`config.mk`:
```
export PLATFORM = sky130hd
export DESIGN_NAME = spi_master_core
export DESIGN_NICKNAME = d
export VERILOG_FILES = /design/src/rtl/spi_pkg.sv /design/src/rtl/spi_clk_div.sv /design/src/rtl/spi_master_core.sv
export SDC_FILE = /design/constraint.sdc
export NUM_CORES = 1
export LEC_CHECK = 0
export ABC_CLOCK_PERIOD_IN_PS = 2200
export CORE_MARGIN = 8
export CORE_UTILIZATION = 35
export CTS_CLUSTER_SIZE = 40
export DETAILED_ROUTE_END_ITERATION = 10
export DONT_BUFFER_PORTS = 1
export PLACE_DENSITY = 0.61
export SLEW_MARGIN = 20
export SYNTH_ARGS = -nofsm -noshare
export SYNTH_HDL_FRONTEND = slang
export SYNTH_HIERARCHICAL = 1
export SYNTH_SLANG_ARGS = --single-unit
```
`constraint.sdc`:
```
create_clock -name clk -period 2.2 [get_ports clk]
set_clock_uncertainty 0.15 [all_clocks]
set_input_delay 0.22 -clock clk [delete_from_list [all_inputs] [get_ports clk]]
set_output_delay 0.22 -clock clk [all_outputs]
set_load 0.01 [all_outputs]
```
`src/rtl/spi_pkg.sv`:
```
// rtl/spi_pkg.sv - shared FSM encoding and default parameters for the SPI master core
package spi_pkg;

    typedef enum logic [1:0] {
        ST_IDLE  = 2'd0,
        ST_LOAD  = 2'd1,
        ST_SHIFT = 2'd2,
        ST_DONE  = 2'd3
    } spi_state_e;

    localparam int          DEFAULT_DATA_WIDTH = 8;
    localparam int          DEFAULT_CLK_DIV    = 1;
    localparam logic [31:0] DEFAULT_INIT_DATA  = 32'h0000_00A5;

endpackage

```
`src/rtl/spi_clk_div.sv`:
```
// rtl/spi_clk_div.sv - sclk divider producing rise/fall toggle strobes while enabled
module spi_clk_div #(
    parameter int CLK_DIV = 1
) (
    input  logic clk,
    input  logic rst,
    input  logic en,
    output logic sclk,
    output logic rise,
    output logic fall
);

    localparam int            CW   = (CLK_DIV > 1) ? $clog2(CLK_DIV) : 1;
    localparam logic [CW-1:0] LAST = CW'(CLK_DIV - 1);

    logic [CW-1:0] cnt;
    logic          wrap;

    // Strobes flag the edge on which sclk will toggle, so the core can act on the same edge.
    assign wrap = en && (cnt == LAST);
    assign rise = wrap && !sclk;
    assign fall = wrap && sclk;

    always_ff @(posedge clk or negedge rst) begin
        if (!rst) begin
            cnt  <= '0;
            sclk <= 1'b0;
        end else if (!en) begin
            cnt  <= '0;
            sclk <= 1'b0;
        end else if (cnt == LAST) begin
            cnt  <= '0;
            sclk <= ~sclk;
        end else begin
            cnt  <= cnt + CW'(1);
        end
    end

endmodule

```
`src/rtl/spi_master_core.sv`:
```
// rtl/spi_master_core.sv - mode-0 SPI master transmitting an incrementing word; SPI_MASTER_LSB_FIRST_EN selects LSB-first
module spi_master_core
    import spi_pkg::*;
#(
    parameter int                    DATA_WIDTH = DEFAULT_DATA_WIDTH,
    parameter int                    CLK_DIV    = DEFAULT_CLK_DIV,
    parameter logic [DATA_WIDTH-1:0] INIT_DATA  = DEFAULT_INIT_DATA[DATA_WIDTH-1:0]
) (
    input  logic clk,
    input  logic rst,
    input  logic ss,
    output logic master_out,
    output logic sclk,
    output logic done
);

    localparam int            BW       = $clog2(DATA_WIDTH + 1);
    localparam logic [BW-1:0] LAST_BIT = BW'(DATA_WIDTH);

    spi_state_e            state;
    spi_state_e            next_state;
    logic [DATA_WIDTH-1:0] shreg;
    logic [DATA_WIDTH-1:0] tx_word;
    logic [BW-1:0]         bit_cnt;
    logic                  div_en;
    logic                  rise;
    logic                  fall;
    logic                  last_fall;
    logic                  tx_bit;

    assign div_en    = (state == ST_SHIFT) && !ss;
    assign last_fall = fall && (bit_cnt == LAST_BIT);

    spi_clk_div #(
        .CLK_DIV (CLK_DIV)
    ) u_clk_div (
        .clk  (clk),
        .rst  (rst),
        .en   (div_en),
        .sclk (sclk),
        .rise (rise),
        .fall (fall)
    );

    always_ff @(posedge clk or negedge rst) begin
        if (!rst) begin
            state <= ST_IDLE;
        end else begin
            state <= next_state;
        end
    end

    always_comb begin
        next_state = state;
        case (state)
            ST_IDLE:  if (!ss) next_state = ST_LOAD;
            ST_LOAD:  next_state = ss ? ST_IDLE : ST_SHIFT;
            ST_SHIFT: begin
                if (ss) begin
                    next_state = ST_IDLE;
                end else if (last_fall) begin
                    next_state = ST_DONE;
                end
            end
            ST_DONE:  next_state = ss ? ST_IDLE : ST_LOAD;
            default:  next_state = ST_IDLE;
        endcase
    end

    // An abort leaves tx_word alone, so the interrupted word is resent on the next frame.
    always_ff @(posedge clk or negedge rst) begin
        if (!rst) begin
            shreg   <= '0;
            tx_word <= INIT_DATA;
            bit_cnt <= '0;
        end else begin
            case (state)
                ST_LOAD: begin
                    shreg   <= tx_word;
                    bit_cnt <= '0;
                end
                ST_SHIFT: begin
                    if (!ss) begin
                        if (rise) begin
                            bit_cnt <= bit_cnt + BW'(1);
                        end
                        if (fall && !last_fall) begin
`ifdef SPI_MASTER_LSB_FIRST_EN
                            shreg <= shreg >> 1;
`else
                            shreg <= shreg << 1;
`endif
                        end
                    end
                end
                ST_DONE: begin
                    tx_word <= tx_word + DATA_WIDTH'(1);
                end
                default: begin
                end
            endcase
        end
    end

`ifdef SPI_MASTER_LSB_FIRST_EN
    assign tx_bit = shreg[0];
`else
    assign tx_bit = shreg[DATA_WIDTH-1];
`endif

    // Outputs decode straight from state so reset clears them without waiting for an edge.
    assign master_out = (state == ST_SHIFT) && tx_bit;
    assign done       = (state == ST_DONE);

endmodule

```
Word level (Yosys, flattened, before mapping):

Cells that the tools add are included.

* multipliers: 0
* div/mod/pow operators: 0
* equality and inequality tests: 10
* $lt $le $gt $ge: 0
* bitwise logic cells: 2
* shift-type cells: 0
* multiplexer cells: 16
* $add $sub $neg: 3
* reductions and logical operators: 15

Operator list (count)
* two-way mux 8 bit: 2
* case mux 8 bit (2 select lines): 1
* adder 8 x 1 -> 8 bit (second input constant): 1
* two-way mux 2 bit: 4
* two-way mux 4 bit: 2
* inequality test 2 bit (second input constant): 4
* case mux 2 bit (4 select lines): 1
* case mux 4 bit (2 select lines): 1
* logical AND 1 bit: 7
* AND reduction 3 bit: 2
* two-way mux 1 bit: 5
* adder 4 x 1 -> 4 bit (second input constant): 1
* equality test 2 bit (second input constant): 2
* equality test 4 bit (second input constant): 1
* zero test 1 bit: 3
* inequality test 3 bit (second input constant): 1
* equality test 2 x 1 -> 1 bit (second input constant): 1
* zero test 2 bit: 1
* inequality test 2 x 1 -> 1 bit (second input constant): 1
* inverter 1 bit: 2
* AND reduction 2 bit: 1
* nonzero test 2 bit: 1
* adder 1 bit (second input constant): 1

* register bits after elaboration: 24
* bits in read-only memories: 0
* bits in latches: 0
* memory bits (writable): 0
* output and inout port bits: 3
* logic and storage cells: 52
* input port bits: 3
* memories: 0

Longest topological paths before layout:

Gate-level depths: netlist of run 1.

* word-level depth: 10
* depth in mapped cells: 7
* mapped depth without buffers: 6

Cells and area by module:

The synthesis of run 1 kept the hierarchy.

By module, submodules not included
* spi_master_core: instances 1, sequential area each 555.5 um^2, area each 1231.2 um^2, cells an instance 117
* spi_clk_div: instances 1, sequential area each 25.0 um^2, area each 41.3 um^2, cells an instance 3

Worst setup path before layout of run 1:

Ideal clock, no wire load.

* kind: register to register
* start: reg state[0]
* end: reg shreg[2]
* data required time: 1.970 ns
* buffers on the path: 1
* path slack: 0.466 ns
* stages on the path, launching flop included: 8
* data arrival time: 1.503 ns
* setup time: 0.080 ns
* path through: dfrtp_1 > nand2b_1 > nor2_1 > and2_2 > nand3b_1 > or2_1 > buf_6 > o211ai_2

* longest elaborated chain between the ends: 9

RTL lines
* start: declaration: line spi_master_core.sv:20 `spi_state_e state;`
* start signal: assignment: line spi_master_core.sv:49 `state <= next_state;`
* equality test 2 bit (*): line spi_master_core.sv:31 `assign div_en = (state == ST_SHIFT) && !ss;`
* logical AND 1 bit (*): line spi_master_core.sv:31
* named net div_en: line spi_master_core.sv:25 `logic div_en;`
* logical AND 1 bit (*): line spi_clk_div.sv:20 `assign wrap = en && (cnt == LAST);`
* logical AND 1 bit (*): line spi_clk_div.sv:22 `assign fall = wrap && sclk;`
* named net fall: line spi_master_core.sv:27 `logic fall;`
* logical AND 1 bit: line spi_master_core.sv:32 `assign last_fall = fall && (bit_cnt == LAST_BIT);`
* zero test 1 bit: line spi_master_core.sv:87 `if (fall && !last_fall) begin`
* logical AND 1 bit (*): line spi_master_core.sv:87
* inequality test 2 x 1 -> 1 bit (no line) (*)
* AND reduction 3 bit (no line) (*)
* end signal: assignment: line spi_master_core.sv:79 `shreg <= tx_word;`
* end signal: assignment: line spi_master_core.sv:91 `shreg <= shreg << 1;`
* end: declaration: line spi_master_core.sv:22 `logic [DATA_WIDTH-1:0] shreg;`

The timed path passes the listed nets; every way through them passes the cells marked *.
A chain may end at the register's enable or synchronous reset.

Worst setup path in the final report of run 1:

* start: reg state[0]
* end: out done

* longest elaborated chain between the ends: 1

RTL lines
* equality test 2 bit: line spi_master_core.sv:113 `assign done = (state == ST_DONE);`
* end: declaration: line spi_master_core.sv:14 `output logic done`

Every way passes these cells.

==> reports/qor.yml, run 1 <==
path_delay_family: "simple AND/OR/NAND/NOR gates"
start_util: 0.356
synth-seq-cells: 23
dr_wl_met2_um: 1200
top_layer: "met4"
viasPerCell: 5.20
endpoint_kind: "output pin"
die_area_sq_um: 5820
drc: 0
routabilityCongestion: 0.740
rsz0062_at_grt: "no"
syn_nets: 126
synth_area_per_cell_sq_um: 10.6
power.switching_uw: 306
syn_inst: 120
hold_path.class: "in -> reg"
outcome: "complete, no violations"
syn-cell-area_sq_um: 1270
cts.sinks: 23
relSlewSlack: 0.559
synth_cell_types: 38
core_area_sq_um: 3580
cp_slowest_stage_delay_ps: 500
clock_latency_ps: 320
timing.final.crit_share: 0.903
die_x_um: 76.3
ys.flop_type: "dfrtp_1"
routed_wl_um: 2490
insertedDiodeCount: 0
p_int_uw: 669
async_flop_share: 1.00
wl_met3_um: 40
worst_slack_ps: 213
r2r_start: "state[0]$_DFFE_PN0P_"
cts.htree.levels: 1
first_pass_iters: 4
start_kind: "register"
power_frac_comb: 0.209
place_hpwl_um: 1740
setup_violations: 0
power_leakage_nw: 0.560
crit_type: "reg -> out"
fmax_ghz: 0.503
hold_path_depth: 2
track_usage: 0.0914
dr.first_iter.drc_count: 41
grt_pass1_vias: 929
slowest_stage: "and2_1"
rows: 22
path_cells: "buf_4 -> and2_1 -> buf_4"
synth_seq_area_share: 0.456
cp_common_cell: "buf_4"
arrival_ps: 1620
hp-start: "ss"
post-cts-setup-buffer-count: 0
synth-edff-count: 0
finalHoldViolations: 0
num_vias: 889
area_growth_pct: 6.98
ios: 6
critical_path.max_fanout: 20
min_to: "u_clk_div/sclk$_DFF_PN0_"
r2r-end: "shreg[7]$_DFFE_PN0P_"
finalNetCount: 130
power_uw: 975
power.share.clock: 0.206
drv_slew: 0
crit_buf_inv: 2
grt_start_max_net_pins: 24
finalCriticalPeriod_ps: 1990
tightest_slew_ps: 660
drt-met1-wl_um: 1180
ctsResizeCount: 0
drv_cap: 0
ys_warn_count: 6
detail_route.wl_per_cell_um: 14.5
switching_share: 0.314
pwr-share-seq: 0.584
die_y_um: 76.3
ant_nets: 0
reg2reg_depth: 6
ir_drop_v: 0.000349
powerDensity_nw_per_um2: 716
tns_ps: 0
clock-root-buffer: "clkbuf_4"
dp_slack_ps: 255
port_buffers: 0
worstPathRequired_ps: 1830
tritoncts: "yes"
grt_pass1_wl_um: 4370
clk_pin_slew_ps: 130
antenna_found_initial: 0
rrSetupSlack_ps: 230
overflow: 0
clockBufferDepth: 2
cts_buffers: 3
drive_above_1_share: 0.195
## layout make-up
type,instances,area [sq um]
Timing Repair Buffer,6,47.5
Sequential cell,23,581
Multi-Input combinational cell,84,623
Fill cell,389,2220
Clock inverter,1,5.00
Clock buffer,3,22.5
Tap cell,48,60.1
Inverter,6,22.5
## registers in the layout, summed over array words and instances, names as in the netlist
signal,count
bit_cnt,4
state,2
tx_word,8
shreg,8
u_clk_div/sclk,1
## power by group through the flow
stage          clock network, mW  registers, mW  logic (mW)
4_1_cts                    0.210          0.573       0.207
5_1_grt                    0.224          0.583       0.236
3_3_place_gp                   0          0.577       0.187
6_report                   0.201          0.570       0.204
3_5_place_dp                   0          0.581       0.194
2_1_floorplan                  0          0.560       0.160
## layout by cell type (no fill, tap or decap), types with 2 or more instances in the layout
master,Yosys,layout
clkbuf_4,0,3
a22oi_1,8,8
ha_1,3,3
dlygate4sd3_1,0,2
dfrtp_1,19,19
xnor2_1,6,6
a21oi_1,3,3
mux2_2,3,3
and2_2,2,2
and3_1,2,2
dfstp_2,4,4
inv_1,6,6
o211ai_2,6,6
nand4_1,4,4
buf_4,0,3
nand2b_1,9,9
nand3_1,2,2
nor2_1,5,5
o21bai_1,5,5
nor2b_1,3,3
o211ai_1,2,2
nand2_1,3,3
o21ai_0,3,3
## synth_stat cells (all sizes together) (2+ instances only)
cell type,count,area [sq um]
dfstp,4,105
o21ai,3,15.0
nand3,2,10.0
mux2,3,33.8
xnor2,6,52.6
nor2b,3,18.8
dfrtp,19,475
nor2,5,18.8
and2,3,21.3
and3,2,12.5
nand4,4,25.0
nand2,3,11.3
o211ai,8,90.1
nand2b,9,56.3
buf,6,42.5
a21oi,3,15.0
ha,3,37.5
o21bai,5,37.5
inv,6,22.5
a22oi,8,60.1
## worst max-delay path by stage
stage / startpoint / depth (start not counted) / slack [ps] / to
floorplan: state[0]$_DFFE_PN0P_ / 7 / 470 / shreg[2]$_DFFE_PN0P_
global placement: state[0]$_DFFE_PN0P_ / 6 / 350 / shreg[5]$_DFFE_PN0P_
detailed placement: state[0]$_DFFE_PN0P_ / 6 / 260 / shreg[7]$_DFFE_PN0P_
CTS: state[0]$_DFFE_PN0P_ / 3 / 170 / done
global route: state[0]$_DFFE_PN0P_ / 6 / 70 / shreg[7]$_DFFE_PN0P_
finish: state[0]$_DFFE_PN0P_ / 3 / 210 / done
## repair_timing
item | CTS | global route
hold endpoints to repair | 25 | 19
hold buffers | 2 | 1
setup endpoints to repair | 0 | 0
## cells by family after synthesis
kind of cell / after synthesis / share of synthesized area
multiplexers: 3 / 0.0265
buffers and inverters: 13 / 0.0541
XOR/XNOR: 7 / 0.0482
AO/OA/AOI/OAI: 31 / 0.197
AND/OR/NAND/NOR: 40 / 0.189
adder cells (fa/ha/maj): 3 / 0.0295
flip-flops: 23 / 0.456
## layer usage
layer / global-route usage / vias up
met1: 0.112 / 438
met2: 0.144 / 8
met3: 0.0177 / 5
li1: - / 438
met4: 0.0577 / 0
met5: 0 / -
## per-stage QoR
| step | area [sq um] | hold slack, ps | std cells | util |
|---|---|---|---|---|
| 4_1_cts | 1360 | 7.53 | 170 | 0.379 |
| 3_3_place_gp | 1310 | -225 | 164 | 0.366 |
| 2_1_floorplan | 1270 | -226 | 120 | - |
| 3_5_place_dp | 1310 | -225 | 164 | 0.366 |
| 6_report | 1360 | 21.1 | 171 | 0.380 |
| 5_1_grt | 1360 | 22.9 | 171 | 0.380 |
(Power assumes the default switching activity.)
==> run 2: changes to the inputs <==
- CORE_ASPECT_RATIO: unset -> 0.7
==> run 2 against run 1 <==
- count of clock-buffer cells in the layout stayed put
- non-clock buffer count decreased by 1
- final cell count is 0.58% higher
- largest power group unchanged
- via count rose by 2.4%
- combinational power is essentially flat
- wire length is 4.5% lower
- first-iteration DRC count down 4.9%
- utilization is 1.1 points higher
- die area grew 0.52%
- highest routed layer unchanged
- sequential share of layout area decreased by 0.43 points
==> reports/qor.yml, run 2 (synthesis gave the netlist of run 1 again) <==
clk_pin_slew_ps: 80  # -50 ps
mostFrequentLayoutCells: "19 x dfrtp_1, 9 x nand2b_1, 8 x a22oi_1"
clock-root-buffer: "clkbuf_8"
relSlewSlack: 0.523  # -0.0363
rows: 18  # -18%
track_usage: 0.0918  # +0.000430
layout_commonest_cell: "dfrtp_1"
drive_above_1_share: 0.189  # -0.00660
num_vias: 910  # +2.4%
setup_violations: 0  # unchanged
power_leakage_nw: 0.562  # +0.43%
drv_cap: 0  # unchanged
arrival_ps: 1970  # +350 ps
path_delay_family: "simple AND/OR/NAND/NOR gates"
tightest_slew_ps: 715  # +54.3 ps
use_met2: 0.136  # -0.00832
die_area_sq_um: 5850  # +0.52%
grt_start_max_net_pins: 24  # unchanged
first_pass_iters: 4  # unchanged
finalCriticalPeriod_ps: 1920  # -62.1 ps
viasPerCell: 5.29  # +1.8%
core_area_sq_um: 3510  # -1.8%
ctsResizeCount: 0  # unchanged
ios: 6  # unchanged
start_util: 0.362  # +0.00659
crit_buf_inv: 0  # -2
critical_path.max_fanout: 9  # -55%
dp_slack_ps: 286  # +30.4 ps
clockBufferDepth: 2  # unchanged
drv_slew: 0  # unchanged
port_buffers: 0  # unchanged
drc: 0  # unchanged
ant_nets: 0  # unchanged
finalInstanceArea_sq_um: 1380  # +1.0%
use_met1: 0.124  # +0.0121
fmax_ghz: 0.520  # +3.2%
routed_wl_um: 2380  # -4.5%
post_dp_cell_area_sq_um: 1300  # -0.38%
cp_slowest_stage_delay_ps: 420  # -80 ps
routabilityCongestion: 0.813  # +9.9%
crit_cells: 6  # +3
crit_start: "state[0]$_DFFE_PN0P_"
postLayoutCoreUtil: 0.391  # +0.0110
path_cells: "nand2b_1 -> nor2_1 -> and2_2 -> nand3b_1 -> or2_1 -> o211ai_2"
dr.first_iter.drc_count: 39  # -4.9%
slowest_stage: "or2_1"
overflow: 0  # unchanged
cts.htree.levels: 1  # unchanged
die_x_um: 88.1  # +15%
cts.sinks: 23  # unchanged
top_regs: "shreg (8), tx_word (8), bit_cnt (4)"
outcome: "complete, no violations"
timing.final.crit_share: 0.875  # -0.0282
die_y_um: 66.4  # -13%
crit_end: "shreg[3]$_DFFE_PN0P_"
endpoint_kind: "register"
r2r_start: "state[0]$_DFFE_PN0P_"
worstPathRequired_ps: 2240  # +410 ps
rsz0062_at_grt: "no"
reg2reg_depth: 6  # unchanged
powerDensity_nw_per_um2: 753  # +5.2%
r2r-end: "shreg[3]$_DFFE_PN0P_"
finalHoldViolations: 0  # unchanged
fin_hold_ws_ps: 88.6  # +67.5 ps
tritoncts: "yes"
rrSetupSlack_ps: 280  # +50 ps
start_kind: "register"
hold_path.class: "in -> reg"
insertedDiodeCount: 0  # unchanged
detail_route.wl_per_cell_um: 13.8  # -5.1%
tns_ps: 0  # unchanged
grt_pass1_vias: 891  # -4.1%
finalNetCount: 129  # -0.77%
ir_drop_v: 0.000429  # +23%
grt_busiest_layer: "met2"
area_growth_pct: 8.06
crit_type: "reg -> reg"
use_met3: 0.0236  # +0.00588
cts_buffers: 3  # unchanged
grt_pass1_wl_um: 4210  # -3.6%
antenna_found_initial: 0  # unchanged
worst_slack_ps: 275  # +62.1 ps
place_hpwl_um: 1670  # -3.7%
clock_latency_ps: 270  # -50 ps
run 2: changes by cell type in the layout (fill, tap and decap cells not counted), sizes merged:
cell,change
buf,-1
run 2: worst min-delay path by stage:
stage	startpoint	endpoint	slack (ps)	cells past startpoint
2_1_floorplan	rst	bit_cnt[0]$_DFFE_PN0P_	-230	0
3_3_place_gp	rst	tx_word[1]$_DFFE_PN0P_	-230	0
3_5_place_dp	rst	tx_word[3]$_DFFE_PN0P_	-220	0
4_1_cts	ss	u_clk_div/sclk$_DFF_PN0_	80	2
5_1_grt	ss	u_clk_div/sclk$_DFF_PN0_	90	2
6_report	ss	u_clk_div/sclk$_DFF_PN0_	90	2
run 2: through the flow:
step                total power, mW  instances
detailed placement            0.771        165
CTS                            1.05        171
floorplan                     0.720        120
global route                   1.11        172
finish                         1.04        172
global placement              0.765        165
run 2: report_power, final:
part / internal (mW) / switching [mW] / leakage, nW
Combinational: 0.0954 / 0.106 / 0.238
Sequential: 0.505 / 0.0679 / 0.299
Clock: 0.126 / 0.135 / 0.0255
Total: 0.727 / 0.309 / 0.562
run 2: repair_timing:
item,CTS,global route
hold buffers,2,1
hold endpoints to repair,25,19
setup buffers,0,0
run 2: worst register-to-register path, delay by kind of cell (launching register included):
family	cells	cell delay, ps
AOI/OAI and AO/OA	1	200
DFF	1	380
and+or+nand+nor	5	1130
run 2: area by class of cell:
cell class / instances / area, sq um
fillers: 362 / 2140
multi-input cells: 84 / 623
flip-flops and latches: 23 / 581
well taps: 50 / 62.6
clock buffers: 3 / 41.3
repair buffers: 5 / 40.0
inverters: 6 / 22.5
clock inverters: 1 / 5.00
run 2: per-layer routing:
layer | part of all wire | vias up
li1 | - | 441
met1 | 0.53 | 455
met2 | 0.43 | 10
met3 | 0.027 | 4
met4 | 0.016 | 0
met5 | 0 | -
==> run 3: changes to the inputs <==
- MAX_ROUTING_LAYER: unset -> met4
==> run 3 against run 2 <==
- global-route usage up 0.32 points
- power down 0.21%
- die area unchanged
- non-clock buffer count unchanged
- first-iteration DRC count down 23%
- via count up 0.11%
- sequential power about the same
- maximum frequency down 0.16%
- final cell count unchanged
- critical path depth unchanged
- sequential share of layout area unchanged
- critical endpoint unchanged
- highest routed layer unchanged
==> reports/qor.yml, run 3 (synthesis gave the netlist of run 1 again) <==
grt_pass1_vias: 888  # -0.34%
placed_cells: 165  # unchanged
stdcell_count: 172  # unchanged
dr.first_iter.drc_count: 30  # -23%
start_kind: "register"
drc: 0  # unchanged
port_buffers: 0  # unchanged
post-cts-setup-buffer-count: 0  # unchanged
cts.sinks: 23  # unchanged
drv_cap: 0  # unchanged
power_mw: 1.03  # -0.21%
top_regs: "shreg (8), tx_word (8), bit_cnt (4)"
ant_nets: 0  # unchanged
endpoint_kind: "register"
fin_hold_ws_ps: 88.7  # +0.0836 ps
mostFrequentLayoutCells: "19 x dfrtp_1, 9 x nand2b_1, 8 x a22oi_1"
tns_ps: 0  # unchanged
die_area_sq_um: 5850  # unchanged
grt_start_max_net_pins: 24  # unchanged
drv_slew: 0  # unchanged
critical_path.max_fanout: 9  # unchanged
finalHoldViolations: 0  # unchanged
post_dp_cell_area_sq_um: 1300  # unchanged
clk_pin_slew_ps: 80  # about the same
area_growth_pct: 8.06  # unchanged
die_x_um: 88.1  # unchanged
viasPerCell: 5.30  # +0.11%
ir_drop_v: 0.000429  # about the same
insertedDiodeCount: 0  # unchanged
fmax_ghz: 0.519  # -0.16%
tightest_slew_ps: 721  # +6.54 ps
finalCriticalPeriod_ps: 1930  # +3.07 ps
rsz0062_at_grt: "no"
clock-root-buffer: "clkbuf_8"
cts_buffers: 3  # unchanged
rows: 18  # unchanged
place_hpwl_um: 1670  # unchanged
crit_type: "reg -> reg"
overflow: 0  # unchanged
relSlewSlack: 0.518  # -0.00437
n_fill_cell: 362  # unchanged
core_area_sq_um: 3510  # unchanged
layout_commonest_cell: "dfrtp_1"
track_usage: 0.0950  # +0.00324
finalNetCount: 129  # unchanged
outcome: "complete, no violations"
detail_route.wl_per_cell_um: 13.7  # -0.97%
hold_path.class: "in -> reg"
arrival_ps: 1970  # about the same
drive_above_1_share: 0.189  # unchanged
setup_violations: 0  # unchanged
die_y_um: 66.4  # unchanged
ctsResizeCount: 0  # unchanged
antenna_found_initial: 0  # unchanged
first_pass_iters: 4  # unchanged
worstPathRequired_ps: 2240  # about the same
routabilityCongestion: 0.825  # +1.5%
clockBufferDepth: 2  # unchanged
timing.final.crit_share: 0.876  # +0.00140
tritoncts: "yes"
routed_wl_um: 2350  # -0.97%
grt_pass1_wl_um: 4240  # +0.64%
num_vias: 911  # +0.11%
postCtsHoldBufs: 2  # unchanged
power_leakage_nw: 0.562  # unchanged
start_util: 0.362  # unchanged
powerDensity_nw_per_um2: 752  # -0.21%
clock_latency_ps: 260  # about the same
ios: 6  # unchanged
finalInstanceArea_sq_um: 1380  # unchanged
cts.htree.levels: 1  # unchanged
[run 3: cell counts in the layout (fill, tap and decap cells not counted)]
No cell type changed its count.
[run 3: final cells by class]
type                    count  area, sq um  share of cell area
clock inverters             1         5.00             0.00364
multi-input cells          84          623               0.453
well taps                  50         62.6              0.0455
clock buffers               3         41.3              0.0300
repair buffers              5         40.0              0.0291
flip-flops and latches     23          581               0.422
inverters                   6         22.5              0.0164
[run 3: final timing paths]
check,start,to,slack (ps),cells past startpoint
hold reg to reg,tx_word[2]$_DFFE_PN1P_,tx_word[2]$_DFFE_PN1P_,360,1
hold / removal,ss,u_clk_div/sclk$_DFF_PN0_,90,2
setup / recovery,state[0]$_DFFE_PN0P_,shreg[3]$_DFFE_PN0P_,270,6
setup reg to reg,state[0]$_DFFE_PN0P_,shreg[3]$_DFFE_PN0P_,270,6
min in group asynchronous,rst,tx_word[1]$_DFFE_PN0P_,320,2
max in group asynchronous,rst,tx_word[7]$_DFFE_PN1P_,1220,2
[run 3: routing by layer]
metal,wire (um),up-vias,part of all wire,track usage
li1,-,442,-,-
met1,1220,446,0.52,0.125
met2,983,19,0.42,0.136
met3,114,4,0.048,0.0236
met4,40,0,0.017,0.0377
met5,0,-,0,-
[run 3: critical path, cell delays in order (launching register included)]
cell	delay [ps]
dfrtp_1	370
nand2b_1	200
nor2_1	120
and2_2	160
nand3b_1	230
or2_1	420
o211ai_2	200
[run 3: where the power goes]
group / switching (mW) / internal, mW / total [mW]
clock: 0.133 / 0.126 / 0.259
combinational: 0.107 / 0.0954 / 0.202
sequential: 0.0677 / 0.505 / 0.573
[run 3: stage by stage]
stage,setup WS [ps],utilization
global route,129,0.391
global placement,315,0.371
finish,272,0.391
detailed placement,286,0.371
CTS,267,0.390
floorplan,466,-
